**src/rtl/sha_miner_pkg.sv**
```systemverilog
// Shared widths and FSM state encoding for the nonce search controller.
package sha_miner_pkg;

  localparam int MSG_W    = 440;
  localparam int DIGEST_W = 256;
  localparam int PREFIX_W = 408;

  typedef enum logic [2:0] {
    IDLE,
    LAUNCH,
    WAIT,
    LAUNCH2,
    WAIT2,
    CHECK,
    FIN
  } state_t;

endpackage

```
**src/rtl/digest_target_cmp.sv**
```systemverilog
// Registered unsigned digest < target compare, loaded on the digest capture strobe.
module digest_target_cmp
  import sha_miner_pkg::*;
(
  input  logic                clk,
  input  logic                n_rst,
  input  logic                en,
  input  logic [DIGEST_W-1:0] digest,
  input  logic [DIGEST_W-1:0] target,
  output logic                lt
);

  always_ff @(posedge clk) begin
    if (!n_rst) begin
      lt <= 1'b0;
    end else if (en) begin
      lt <= (digest < target);
    end
  end

endmodule

```
**src/rtl/nonce_search_ctrl.sv**
```systemverilog
// Nonce search initiator driving one SHA computational block.
// Build option DOUBLE_SHA_EN: each nonce is hashed twice, the second pass over {184'd0, digest1}.
module nonce_search_ctrl
  import sha_miner_pkg::*;
#(
  parameter int SHA_TIMEOUT = 256,
  parameter int NONCE_W     = 32
) (
  input  logic                clk,
  input  logic                n_rst,
  input  logic                start,
  input  logic                abort,
  input  logic [PREFIX_W-1:0] msg_prefix,
  input  logic [NONCE_W-1:0]  nonce_start,
  input  logic [NONCE_W-1:0]  nonce_end,
  input  logic [DIGEST_W-1:0] target,
  output logic [MSG_W-1:0]    sha_msg,
  output logic                sha_begin,
  input  logic                sha_complete,
  input  logic [DIGEST_W-1:0] sha_digest,
  output logic                busy,
  output logic                done,
  output logic                found,
  output logic                timeout_err,
  output logic [NONCE_W-1:0]  found_nonce,
  output logic [DIGEST_W-1:0] found_hash
);

  // state   | meaning
  // IDLE    | waiting for start
  // LAUNCH  | sha_begin pulse with {prefix, nonce}
  // WAIT    | waiting for sha_complete, first cycle ignored
  // LAUNCH2 | second-pass launch over digest1 (DOUBLE_SHA_EN)
  // WAIT2   | second-pass wait (DOUBLE_SHA_EN)
  // CHECK   | compare result valid: hit, advance or finish
  // FIN     | one-cycle done pulse

  localparam int WD_W = $clog2(SHA_TIMEOUT + 1);

  state_t              state_q, state_d;
  logic [PREFIX_W-1:0] prefix_q;
  logic [NONCE_W-1:0]  nonce_q;
  logic [NONCE_W-1:0]  end_q;
  logic [NONCE_W-1:0]  nonce_nxt;
  logic [DIGEST_W-1:0] target_q;
  logic [DIGEST_W-1:0] digest_q;
  logic [WD_W-1:0]     wdog_q;
  logic                ld_job;
  logic                ld_next;
  logic                ld_msg2;
  logic                cap;
  logic                hit;
  logic                to_err;
  logic                wait_ok;
  logic                wait_to;
  logic                lt;

  assign nonce_nxt = nonce_q + 1'b1;

  // wdog is zero only on the first wait cycle, where sha_complete is still the previous hash's level
  assign wait_ok = (wdog_q != '0) && sha_complete;
  assign wait_to = (wdog_q == WD_W'(SHA_TIMEOUT));

  assign sha_begin = ((state_q == LAUNCH) || (state_q == LAUNCH2)) && !abort;
  assign busy      = (state_q != IDLE);
  assign done      = (state_q == FIN) && !abort;

  always_ff @(posedge clk) begin
    if (!n_rst) begin
      state_q <= IDLE;
    end else begin
      state_q <= state_d;
    end
  end

  always_comb begin
    state_d = state_q;
    ld_job  = 1'b0;
    ld_next = 1'b0;
    ld_msg2 = 1'b0;
    cap     = 1'b0;
    hit     = 1'b0;
    to_err  = 1'b0;
    case (state_q)
      IDLE: begin
        if (start) begin
          ld_job  = 1'b1;
          state_d = (nonce_start > nonce_end) ? FIN : LAUNCH;
        end
      end
      LAUNCH: state_d = WAIT;
      WAIT: begin
        if (wait_ok) begin
          cap = 1'b1;
`ifdef DOUBLE_SHA_EN
          ld_msg2 = 1'b1;
          state_d = LAUNCH2;
`else
          state_d = CHECK;
`endif
        end else if (wait_to) begin
          to_err  = 1'b1;
          state_d = FIN;
        end
      end
`ifdef DOUBLE_SHA_EN
      LAUNCH2: state_d = WAIT2;
      WAIT2: begin
        if (wait_ok) begin
          cap     = 1'b1;
          state_d = CHECK;
        end else if (wait_to) begin
          to_err  = 1'b1;
          state_d = FIN;
        end
      end
`endif
      CHECK: begin
        if (lt) begin
          hit     = 1'b1;
          state_d = FIN;
        end else if (nonce_q == end_q) begin
          state_d = FIN;
        end else begin
          ld_next = 1'b1;
          state_d = LAUNCH;
        end
      end
      FIN:     state_d = IDLE;
      default: state_d = IDLE;
    endcase
    if (abort) begin
      state_d = IDLE;
      ld_job  = 1'b0;
      ld_next = 1'b0;
      ld_msg2 = 1'b0;
      cap     = 1'b0;
      hit     = 1'b0;
      to_err  = 1'b0;
    end
  end

  always_ff @(posedge clk) begin
    if (!n_rst) begin
      prefix_q    <= '0;
      nonce_q     <= '0;
      end_q       <= '0;
      target_q    <= '0;
      digest_q    <= '0;
      wdog_q      <= '0;
      sha_msg     <= '0;
      found       <= 1'b0;
      timeout_err <= 1'b0;
      found_nonce <= '0;
      found_hash  <= '0;
    end else begin
      if ((state_q == LAUNCH) || (state_q == LAUNCH2)) begin
        wdog_q <= '0;
      end else if ((state_q == WAIT) || (state_q == WAIT2)) begin
        wdog_q <= wdog_q + 1'b1;
      end

      if (ld_job) begin
        prefix_q    <= msg_prefix;
        nonce_q     <= nonce_start;
        end_q       <= nonce_end;
        target_q    <= target;
        sha_msg     <= {msg_prefix, nonce_start};
        found       <= 1'b0;
        timeout_err <= 1'b0;
        found_nonce <= '0;
        found_hash  <= '0;
      end

      if (ld_next) begin
        nonce_q <= nonce_nxt;
        sha_msg <= {prefix_q, nonce_nxt};
      end

      if (ld_msg2) begin
        sha_msg <= {{(MSG_W-DIGEST_W){1'b0}}, sha_digest};
      end

      if (cap) begin
        digest_q <= sha_digest;
      end

      if (to_err) begin
        timeout_err <= 1'b1;
      end

      if (hit) begin
        found       <= 1'b1;
        found_nonce <= nonce_q;
        found_hash  <= digest_q;
      end
    end
  end

  digest_target_cmp u_cmp (
    .clk    (clk),
    .n_rst  (n_rst),
    .en     (cap),
    .digest (sha_digest),
    .target (target_q),
    .lt     (lt)
  );

endmodule

```
**config.mk**
```make
export PLATFORM = sky130hd
export DESIGN_NAME = nonce_search_ctrl
export DESIGN_NICKNAME = d
export VERILOG_FILES = /design/src/rtl/sha_miner_pkg.sv /design/src/rtl/digest_target_cmp.sv /design/src/rtl/nonce_search_ctrl.sv
export SDC_FILE = /design/constraint.sdc
export NUM_CORES = 2
export LEC_CHECK = 0
export CORE_AREA = 2 2 667 669
export CTS_CLUSTER_SIZE = 24
export DETAILED_ROUTE_END_ITERATION = 10
export DIE_AREA = 0 0 669 671
export PLACE_DENSITY = 0.32
export SYNTH_ARGS = -nofsm -noshare
export SYNTH_HDL_FRONTEND = slang
export SYNTH_SLANG_ARGS = --single-unit
```
**constraint.sdc**
```tcl
create_clock -name clk -period 5.9 [get_ports clk]
set_clock_uncertainty 0.1 [all_clocks]
set_input_delay 1.77 -clock clk [delete_from_list [all_inputs] [get_ports clk]]
set_output_delay 1.77 -clock clk [all_outputs]
set_load 0.03 [all_outputs]
```
==> results.toml <==
[setup_path]
total_number_of_cells_along_the_worst_setup_path = 4
timing.critical_path.slowest_cell_delay_ns = 0.93
worstPathRequired_ns = 4.03
timing.critical_path.buf_inv = 3
worst_path_max_delay_cell = "sky130_fd_sc_hd__clkdlybuf4s50_1"
arrival_ns = 3.67
path_cells = "clkdlybuf4s50_1, nor4b_1, buf_4, buf_12"
cp-end-kind = "output port"
worstSetupPathType = "input pin to output port"
crit_path_start_kind = "input pin"
cp_max_fanout = 9
timing.critical_path.max_delay_family = "buffers and inverters"
timing.reg2reg.worst_path_depth = 8

[global_routing]
grt_util_all_layers = 0.172
grt_antenna_before_repair = 194
grt_pass1_vias = 66100
grt_first_pass_wirelength_microns = 549000
grt_max_degree = 195
globalRoute.totalOverflow = 0

[place]
numPortBuffers = 1721
hpwlAfterDp_microns = 312000
gpl.final_weighted_congestion = 0.926

[synthesis]
synth_sequential_area_ratio = 0.496
postSynthRegisterBits = 1695
async_s_r_ff_share_synth = 0
synthSimpleGateAreaFrac = 0.215
synth.area.top_cells = "sky130_fd_sc_hd__dfxtp_1 (50%), sky130_fd_sc_hd__nand2_1 (15%), sky130_fd_sc_hd__a21oi_1 (10%)"
yosys.area.top_type = "sky130_fd_sc_hd__dfxtp_1"
synth_fa_ha_area_frac = 0.0531
leading_register_cell_type_out_of_synthesis = "sky130_fd_sc_hd__dfxtp_1"
yosys_top_cell_area_share = 0.496
syn_nets = 9933
ys_types = 62
synth_top_family_by_area = "simple AND/OR/NAND/NOR gates"
list_of_most_frequent_post_synthesis_cells = "sky130_fd_sc_hd__nand2_1 (2695), sky130_fd_sc_hd__dfxtp_1 (1695), sky130_fd_sc_hd__a21oi_1 (1362)"
synthesis.yosys.warnings = 0
number_of_enable_flip_flop_cells_after_synthesis = 0
synth_xor_area_frac = 0.00512
avgSynthCellArea_sq_um = 7.90
synth-compound-area-share = 0.173
synthesized_netlist_cell_count = 8654
synth_cell_area_sq_mm = 0.0684
synth.most_common_cell = "sky130_fd_sc_hd__nand2_1"
muxShareOfSynthArea = 0.000586

[clocking]
cts_hold_buf = 0
cts_repair_resize_count = 0
clk_path_buf_depth = 4
cts_tree = "done"
clkTransAtPathRegs_ns = 0.06
cts.sinks = 1695
worst_skew_pair_later_pin_latency_ns = 0.92
tritoncts.num_buffers = 222
htree_num_levels = 4
cts_setup_buffers = 0
clk_root_buffer_cell = "sky130_fd_sc_hd__clkbuf_16"

[drt]
vias_per_cell = 4.20
vias = 68300
post-route-drc-count = 0
first_pass_iters = 6
detail_route.wl_per_cell_microns = 24.9
ant_nets = 0
drt_iter0_drc = 3942
drt-total-wl_microns = 405000

[die]
dieArea_sq_mm = 0.449
placeableCoreArea_sq_mm = 0.441
top_level_ports = 1722
rows = 244
floorplan.initialDensity = 0.155
chipWidth_microns = 669
die-height_microns = 671

[pwr]
peakVddDrop_v = 0.000239
total_power_mw = 30.0
power.static_leakage_nw = 34.4
power_per_cell_area_mw_per_mm2 = 301

[timing]
maxClockFrequency_mhz = 180
max_slew_violation_total_from_the_final_report = 0
grt_setup_unrepaired = "no"
timing_hold_violations_final = 0
post-route-min-period_ns = 5.54
totalNegativeSetupSlack_ns = 0
worst_slew_margin_rel = 0.252
hold_ws_ns = 0.336
worst-slew-pin-transition_ns = 1.11
final_period_util = 0.939
setup-violations-final = 0

[finish]
nFillCells = 48600
drive_above_1_share = 0.0506
area_of_the_multi_input_gates_sq_mm = 0.0306
finish.net_count = 11400
regArea_sq_mm = 0.0339
area_delta_synth_final_pct = 46.0

[min_path]
worstHoldPathCells = 2
worstHoldPathType = "flop to flop"

[run_status]
run_status = "completed"

[flow_run]
drv_cap = 0
## cell families after synthesis
kind of cell	Yosys count
compound gates	1978
xor+xnor	40
simple gates	3686
flops	1695
mux	4
fa+ha+maj	290
buf+inv	961
## placed cells by master, fill, tap and decap left out, drive strengths merged, types with 6 or more instances in the layout
master,n
xnor2,34
nor4,16
clkinv,41
a221o,6
and4,10
and3,10
a21o,29
inv,309
o211ai,13
nor2b,8
a21oi,1362
nand4,62
nor3,28
ha,290
a311oi,409
nand2,2695
nor2,494
clkdlybuf4s50,1719
diode,68
o21a,6
bufinv,15
a211oi,19
and2,8
a31oi,8
clkbuf,336
buf,146
nand3,334
dfxtp,1695
xor2,6
o21ai,68
a221oi,16
## flip-flops by register name (all words and copies together) (netlist names)
| name | count |
|---|---|
| timeout_err | 1 |
| wdog_q | 9 |
| end_q | 32 |
| state_q | 3 |
| target_q | 256 |
| prefix_q | 408 |
| found | 1 |
| digest_q | 256 |
| sha_msg | 440 |
| found_nonce | 32 |
| u_cmp.lt | 1 |
| found_hash | 256 |
## final timing paths
kind / slack (ns) / endpoint / start
worst max-delay path: 0.36 / done / abort
worst min-delay path: 0.34 / found_hash[7] / digest_q[7]
worst max register to register: 1.85 / sha_msg[428] / sha_msg[20]
worst min register to register: 0.34 / found_hash[7] / digest_q[7]
## layout make-up
class,instances,share of cell area
Antenna cell,68,0.00170
Sequential cell,1695,0.340
Timing Repair Buffer,1865,0.190
Clock buffer,336,0.0673
Inverter,307,0.0116
Clock inverter,63,0.00842
Multi-Input combinational cell,5998,0.307
Tap cell,5904,0.0740
## worst register-to-register path, cell delays in order (launching register included)
cell	delay, ns
sky130_fd_sc_hd__dfxtp_1	0.60
sky130_fd_sc_hd__xnor2_1	0.22
sky130_fd_sc_hd__nand4_1	0.17
sky130_fd_sc_hd__nor4_1	0.66
sky130_fd_sc_hd__a211o_4	0.83
sky130_fd_sc_hd__buf_12	0.51
sky130_fd_sc_hd__buf_12	0.36
sky130_fd_sc_hd__nor2_1	0.15
sky130_fd_sc_hd__a311oi_1	0.30
## per-stage QoR
stage / util / cells / cell area, sq um / worst slack [ns]
finish: 0.226 / 16200 / 99800 / 0.359
global route: 0.226 / 16200 / 99700 / 0.222
CTS: 0.226 / 16200 / 99600 / 0.174
floorplan: - / 8654 / 68400 / 1.06
detailed placement: 0.209 / 15800 / 92100 / 0.0285
global placement: 0.209 / 15800 / 92100 / 0.00948
## metal layers
layer	vias up	global-route usage	wire length, microns
met3	683	0.0464	28300
li1	32200	-	-
met1	33200	0.207	167000
met2	2084	0.294	194000
met5	-	0	448
met4	66	0.0570	14600
## where the power goes
part / total (mW) / internal [mW] / switching [mW]
logic: 3.64 / 1.47 / 2.17
registers: 12.2 / 11.9 / 0.289
clock network: 14.2 / 8.47 / 5.73
total: 30.0 / 21.8 / 8.19
No activity file was read; power rests on OpenSTA's default activity.
